**config.mk**
```make
export PLATFORM = sky130hd
export DESIGN_NAME = digit_entry_buffer
export DESIGN_NICKNAME = d
export VERILOG_FILES = /design/src/rtl/digit_entry_buffer_pkg.sv /design/src/rtl/digit_shift_field.sv /design/src/rtl/digit_entry_buffer.sv
export SDC_FILE = /design/constraint.sdc
export NUM_CORES = 1
export LEC_CHECK = 0
export CORE_MARGIN = 1
export CORE_UTILIZATION = 51
export DETAILED_ROUTE_END_ITERATION = 8
export HOLD_SLACK_MARGIN = 0.05
export PLACE_DENSITY = 0.85
export SKIP_CTS_REPAIR_TIMING = 1
export SYNTH_ARGS = -nofsm -noshare
export SYNTH_HDL_FRONTEND = slang
export SYNTH_SLANG_ARGS = --single-unit
```
**constraint.sdc**
```tcl
create_clock -name clk -period 4.1 [get_ports clk]
set_input_delay 0.615 -clock clk [delete_from_list [all_inputs] [get_ports clk]]
set_output_delay 0.615 -clock clk [all_outputs]
set_load 0.01 [all_outputs]
```
**src/rtl/digit_entry_buffer_pkg.sv**
```systemverilog
// Shared op codes, mode encodings and BCD helpers for the keypad operand-entry buffer.
package digit_entry_pkg;

  localparam logic [2:0] OP_NOP       = 3'd0;
  localparam logic [2:0] OP_DIGIT     = 3'd1;
  localparam logic [2:0] OP_BKSP      = 3'd2;
  localparam logic [2:0] OP_COMMIT    = 3'd3;
  localparam logic [2:0] OP_CLR_ENTRY = 3'd4;
  localparam logic [2:0] OP_CLR_ALL   = 3'd5;

  typedef enum logic [1:0] {
    M_ENTER_A = 2'd0,
    M_ENTER_B = 2'd1,
    M_RESULT  = 2'd2
  } mode_e;

  localparam logic [3:0] BCD_BLANK = 4'd13;
  localparam logic [3:0] BCD_MAX   = 4'd9;

  function automatic logic is_bcd(input logic [3:0] d);
    return (d <= BCD_MAX);
  endfunction

endpackage

```
**src/rtl/digit_shift_field.sv**
```systemverilog
// DIGITS-deep BCD register with clear, parallel load, shift-in-low and
// shift-out-low with blank fill at the top. Priority: clear, load, shift-in, shift-out.
module digit_shift_field
  import digit_entry_pkg::*;
#(
  parameter int         DIGITS = 2,
  parameter logic [3:0] BLANK  = BCD_BLANK
) (
  input  logic                  clk_i,
  input  logic                  rst_i,
  input  logic                  clear_i,
  input  logic                  load_i,
  input  logic [4*DIGITS-1:0]   load_val_i,
  input  logic                  shift_in_i,
  input  logic [3:0]            digit_i,
  input  logic                  shift_out_i,
  output logic [4*DIGITS-1:0]   field_o
);

  logic [DIGITS-1:0][3:0] field_q;
  logic [DIGITS-1:0][3:0] field_d;

  // Next field value from the highest-priority request.
  always_comb begin
    field_d = field_q;
    if (clear_i) begin
      for (int i = 0; i < DIGITS; i++) begin
        field_d[i] = BLANK;
      end
    end else if (load_i) begin
      field_d = load_val_i;
    end else if (shift_in_i) begin
      for (int i = DIGITS - 1; i > 0; i--) begin
        field_d[i] = field_q[i-1];
      end
      field_d[0] = digit_i;
    end else if (shift_out_i) begin
      for (int i = 0; i < DIGITS - 1; i++) begin
        field_d[i] = field_q[i+1];
      end
      field_d[DIGITS-1] = BLANK;
    end else begin
      field_d = field_q;
    end
  end

  // Field register, blank after reset.
  always_ff @(posedge clk_i or posedge rst_i) begin
    if (rst_i) begin
      field_q <= {DIGITS{BLANK}};
    end else begin
      field_q <= field_d;
    end
  end

  assign field_o = field_q;

endmodule

```
**src/rtl/digit_entry_buffer.sv**
```systemverilog
// Keypad operand-entry buffer: entry shift field, held operand, mode FSM and reject pulse.
// Optional feature macro: DIGIT_ENTRY_LZ_SUPPRESS_EN (leading-zero suppression on entry).
module digit_entry_buffer
  import digit_entry_pkg::*;
#(
  parameter int         DIGITS = 2,
  parameter logic [3:0] BLANK  = BCD_BLANK
) (
  input  logic                        clk,
  input  logic                        rst,
  input  logic                        cmd_valid,
  input  logic [2:0]                  cmd_op,
  input  logic [3:0]                  cmd_digit,
  input  logic                        res_valid,
  input  logic [4*DIGITS-1:0]         res_value,
  output logic [8*DIGITS-1:0]         disp,
  output logic [$clog2(DIGITS+1)-1:0] entry_cnt,
  output logic [1:0]                  mode,
  output logic                        full,
  output logic                        cmd_rej
);

  localparam int CW = $clog2(DIGITS + 1);
  localparam logic [CW-1:0]       CNT_ZERO  = CW'(0);
  localparam logic [CW-1:0]       CNT_ONE   = CW'(1);
  localparam logic [CW-1:0]       CNT_FULL  = CW'(DIGITS);
  localparam logic [4*DIGITS-1:0] ALL_BLANK = {DIGITS{BLANK}};

`ifdef DIGIT_ENTRY_LZ_SUPPRESS_EN
  localparam bit LZ_EN = 1'b1;
`else
  localparam bit LZ_EN = 1'b0;
`endif

  logic [4*DIGITS-1:0] held_q, held_d;
  logic [CW-1:0]       cnt_q, cnt_d;
  mode_e               mode_q, mode_d;
  logic                rej_q, rej_d;

  logic [4*DIGITS-1:0] entry_s;
  logic [4*DIGITS-1:0] fresh_s;
  logic [4*DIGITS-1:0] load_val_s;
  logic                clear_s, load_s, shift_in_s, shift_out_s;
  logic                zero_key_s, operand_s;

  // Single-digit entry image used when a new operand starts from one key.
  always_comb begin
    fresh_s      = ALL_BLANK;
    fresh_s[3:0] = cmd_digit;
  end

  assign zero_key_s = LZ_EN && (cmd_digit == 4'd0);
  // With suppression, a lone "0" (cnt still 0) is still a committable operand.
  assign operand_s  = (cnt_q != CNT_ZERO) || (LZ_EN && (entry_s[3:0] == 4'd0));

  // Command decode: next held/count/mode, entry field controls and reject pulse.
  always_comb begin
    held_d      = held_q;
    cnt_d       = cnt_q;
    mode_d      = mode_q;
    rej_d       = 1'b0;
    clear_s     = 1'b0;
    load_s      = 1'b0;
    load_val_s  = res_value;
    shift_in_s  = 1'b0;
    shift_out_s = 1'b0;
    if (res_valid) begin
      load_s     = 1'b1;
      load_val_s = res_value;
      cnt_d      = CNT_FULL;
      mode_d     = M_RESULT;
      rej_d      = cmd_valid;
    end else if (cmd_valid) begin
      case (cmd_op)
        OP_NOP: begin
          rej_d = 1'b0;
        end
        OP_DIGIT: begin
          if (!is_bcd(cmd_digit)) begin
            rej_d = 1'b1;
          end else if (mode_q == M_RESULT) begin
            held_d     = ALL_BLANK;
            load_s     = 1'b1;
            load_val_s = fresh_s;
            cnt_d      = zero_key_s ? CNT_ZERO : CNT_ONE;
            mode_d     = M_ENTER_A;
          end else if (cnt_q == CNT_FULL) begin
            rej_d = 1'b1;
          end else if (LZ_EN && (cnt_q == CNT_ZERO)) begin
            // Overwrite any suppressed leading zero rather than shifting it up.
            load_s     = 1'b1;
            load_val_s = fresh_s;
            cnt_d      = zero_key_s ? CNT_ZERO : CNT_ONE;
          end else begin
            shift_in_s = 1'b1;
            cnt_d      = cnt_q + CNT_ONE;
          end
        end
        OP_BKSP: begin
          if ((cnt_q == CNT_ZERO) || (mode_q == M_RESULT)) begin
            rej_d = 1'b1;
          end else begin
            shift_out_s = 1'b1;
            cnt_d       = cnt_q - CNT_ONE;
          end
        end
        OP_COMMIT: begin
          if ((mode_q == M_RESULT) || ((mode_q == M_ENTER_A) && operand_s)) begin
            held_d  = entry_s;
            clear_s = 1'b1;
            cnt_d   = CNT_ZERO;
            mode_d  = M_ENTER_B;
          end else begin
            rej_d = 1'b1;
          end
        end
        OP_CLR_ENTRY: begin
          clear_s = 1'b1;
          cnt_d   = CNT_ZERO;
          if (mode_q == M_RESULT) begin
            mode_d = M_ENTER_A;
          end else begin
            mode_d = mode_q;
          end
        end
        OP_CLR_ALL: begin
          held_d  = ALL_BLANK;
          clear_s = 1'b1;
          cnt_d   = CNT_ZERO;
          mode_d  = M_ENTER_A;
        end
        default: begin
          rej_d = 1'b1;
        end
      endcase
    end else begin
      rej_d = 1'b0;
    end
  end

  // Held operand, digit count, mode state and reject pulse registers.
  always_ff @(posedge clk or posedge rst) begin
    if (rst) begin
      held_q <= ALL_BLANK;
      cnt_q  <= CNT_ZERO;
      mode_q <= M_ENTER_A;
      rej_q  <= 1'b0;
    end else begin
      held_q <= held_d;
      cnt_q  <= cnt_d;
      mode_q <= mode_d;
      rej_q  <= rej_d;
    end
  end

  digit_shift_field #(
    .DIGITS (DIGITS),
    .BLANK  (BLANK)
  ) u_entry (
    .clk_i       (clk),
    .rst_i       (rst),
    .clear_i     (clear_s),
    .load_i      (load_s),
    .load_val_i  (load_val_s),
    .shift_in_i  (shift_in_s),
    .digit_i     (cmd_digit),
    .shift_out_i (shift_out_s),
    .field_o     (entry_s)
  );

  assign disp      = {held_q, entry_s};
  assign entry_cnt = cnt_q;
  assign mode      = mode_q;
  assign full      = (cnt_q == CNT_FULL);
  assign cmd_rej   = rej_q;

endmodule
```
==> impl_results.md <==
- Largest family of logic cells by synthesized area: compound AO/OA/AOI/OAI gates
- Full die area: 2990 um2
- Post-synthesis register bit count: 21
- Synth warn: 0
- Buf+Inv Stages, Crit Path: 1
- Switching Fraction: 0.315
- Post-synthesis sequential area ratio: 0.382
- Post-route DRC: 0
- Fillers: 198
- Final Slew Violations: 0
- Power per cell area: 287 nW/um2
- WL/cell: 16.7 um
- Rows: 18
- Netlist cell types: 47
- Comb pwr share: 0.323
- Syn Area/Cell: 9.32 um2
- Via Count: 1329
- Port Buf Inserts: 40
- Initial drt markers: 49
- Total gr overflow: 0
- Total Power: 0.526 mW
- Ports: 41
- P&R area growth vs syn: 29.6%
- Worst r2r dst: held_q[6]
- Post-synth ARST share: 1.00
- Setup slack, reg-to-reg: 1.81 ns
- First-pass GRT wire length: 5560 um
- Final setup viols: 0
- Sequential share of power: 0.482
- Worst path max stage delay: 0.66 ns
- Largest net degree at the start of global routing: 22
- Compound-cell area share of the yosys netlist: 0.244
- Worst-path clk slew: 0.12 ns
- Number of buffers created by CTS: 3
- Core area: 2540 um2
- Ant diodes: 0
- Vert. Die Dim: 54.7 um
- Crit path DAT: 2.93 ns
- Worst setup path class: in2reg
- CP top delay family: simple AND/OR/NAND/NOR gates
- Net load switching power: 0.165 mW
- Crit-path cells: clkdlybuf4s50_1, and3b_1, a22o_4, nor4_4, mux2_2
- Clock skew: 0.00933 ns
- EDFF count, synth: 0
- Syn_nets: 176
- Post-synth top flop: dfstp_2
- VDD IR-drop max: 0.000323 V
- CTS tree: yes
- Antenna Nets Post-Route: 0
- Post-layout nets: 212
- Post-synth top area cell: dfstp_2
- Clock power share: 0.195
- Clock Path Buffers: 2
- Post-Route Utilization: 0.721
- Hold path depth: 2
- Mapped Area: 1420 um2
- Worst slew pin tran: 0.789 ns
- Crit path time final: 2.68 ns
- Initial core utilization: 0.557
- Reg-to-Reg Start: entry_cnt[0]
- Layout Cells excl Fill: 217
- Post-Synth Adder-Cell Area: 0.0442
- RSZ-0062 raised after global routing: false
- Critical Path End Type: flip-flop
- Hold WS: 0.534 ns
- DP HPWL: 2710 um
- Crit path capture: held_q[6]
- Headroom to the max-slew limit: 0.473
- Crit. Startpoint: cmd_op[2]
- Max-Cap Viols: 0
- Cells after synthesis: 152
- Vias per cell: 6.12
- Req. time, crit path: 4.35 ns
- Worst Reg-to-Reg Cells: 7
- Placer Congestion: 0.887
- Largest fanout on the critical path: 11
- WP depth: 5
- Status: finished, final reports clean
- Most common cell after layout, fill and taps aside: clkdlybuf4s50_1
- Achievable Freq: 373 MHz
- CP max-delay cell: clkdlybuf4s50_1
- XOR/XNOR share of the synthesized area: 0
- Top cell type's share of synthesized area: 0.223
- Share of layout cells above drive strength 1: 0.150
- Internal power: 0.361 mW
- Final Hold Vio Count: 0
- Hold Crit Class: reg2reg
- Vias in the first global route: 1230
- Chip Width: 54.7 um
- Simple-Gate Fraction of Synth Area: 0.200
- Tcrit/Tclk final: 0.653
- Top area cells in the synthesized netlist: dfstp_2, dfrtp_1, mux2_2, ha_1, nor2_1
- Most frequent cells in the layout: clkdlybuf4s50_1, nor2_1, dfstp_2
- All-layer global routing usage: 0.265
- Root Buffer: clkbuf_4
- Placed cell count: 213
- Post-synthesis mux area share: 0.0689
- Sum Neg Setup Slack: 0 ns
- Detailed Routing Iterations Pass 1: 4
- P_leak: 0.699 nW
- Total Routed Length: 3630 um
- Sink Count: 21
- Initial antenna violation count: 0
- CP startpoint kind: input pin
- Htree depth: 1
- Worst-Skew Late Latency: 0.32 ns
worst register-to-register path: cells and delay by family (launching register included):
| kind | cells | cell delay (ns) |
|---|---|---|
| AND/OR/NAND/NOR | 3 | 0.82 |
| multiplexers | 1 | 0.41 |
| flip-flops | 1 | 0.39 |
| AO/OA/AOI/OAI | 1 | 0.28 |
| adder cells (fa/ha/maj) | 1 | 0.25 |
| buffers and inverters | 1 | 0.08 |
final cells by class:
| class | count | area [um2] | area share |
|---|---|---|---|
| well taps | 30 | 37.5 | 0.0204 |
| repair buffers | 40 | 400 | 0.218 |
| multi-input cells | 111 | 788 | 0.429 |
| inverters | 11 | 41.3 | 0.0225 |
| clock buffers | 3 | 22.5 | 0.0123 |
| flip-flops and latches | 21 | 541 | 0.294 |
| clock inverters | 1 | 5.00 | 0.00273 |
cells in the mapped netlist, types with 2 or more instances:
library cell,instances
a211o_1,2
a21oi_1,6
a221o_1,2
a31oi_1,5
a32o_1,3
clkbuf_1,5
dfrtp_1,9
dfstp_2,12
ha_1,5
inv_1,11
mux2_2,6
mux2i_1,3
nand2_1,9
nand2b_1,5
nand3_1,3
nor2_1,14
nor3_1,3
nor3b_1,2
o211ai_1,2
o21ai_0,8
o22ai_1,2
o31ai_1,3
o32ai_1,5
or2b_1,4
cells by family after synthesis:
kind of cell / count (synthesis)
mux: 9
fa+ha+maj: 5
compound gates: 47
simple gates: 50
buf+inv: 20
flops: 21
stage by stage:
stage / setup WS (ns) / instance area, um2
floorplan: 1.86 / 1420
global placement: 1.16 / 1810
detailed placement: 1.08 / 1810
CTS: 1.44 / 1840
global route: 1.34 / 1840
finish: 1.42 / 1840
routing by layer:
metal | wire, um | track usage
met5 | 0 | 0
met4 | 55 | 0.107
met3 | 329 | 0.0639
met2 | 1700 | 0.410
met1 | 1550 | 0.348
how the worst min path moves through the flow:
stage	from	endpoint	slack [ns]
after floorplan	u_entry.field_o[4]	u_entry.field_o[4]	0.53
after global placement	held_q[5]	held_q[5]	0.51
after detailed placement	held_q[1]	held_q[1]	0.51
after CTS	held_q[1]	held_q[1]	0.53
after global routing	held_q[1]	held_q[1]	0.55
final	held_q[1]	held_q[1]	0.53
state kept, by name, indices dropped and copies added (netlist names):
name,flops
cmd_rej,1
u_entry.field_o,8
entry_cnt,2
mode,2
held_q,8
power by group through the flow:
| stage | registers (mW) | logic, mW | clock network [mW] |
|---|---|---|---|
| finish | 0.254 | 0.170 | 0.103 |
| global placement | 0.256 | 0.164 | 0 |
| CTS | 0.254 | 0.169 | 0.107 |
| detailed placement | 0.257 | 0.168 | 0 |
| global route | 0.257 | 0.184 | 0.116 |
| floorplan | 0.264 | 0.0788 | 0 |
(Power assumes the default switching activity.)
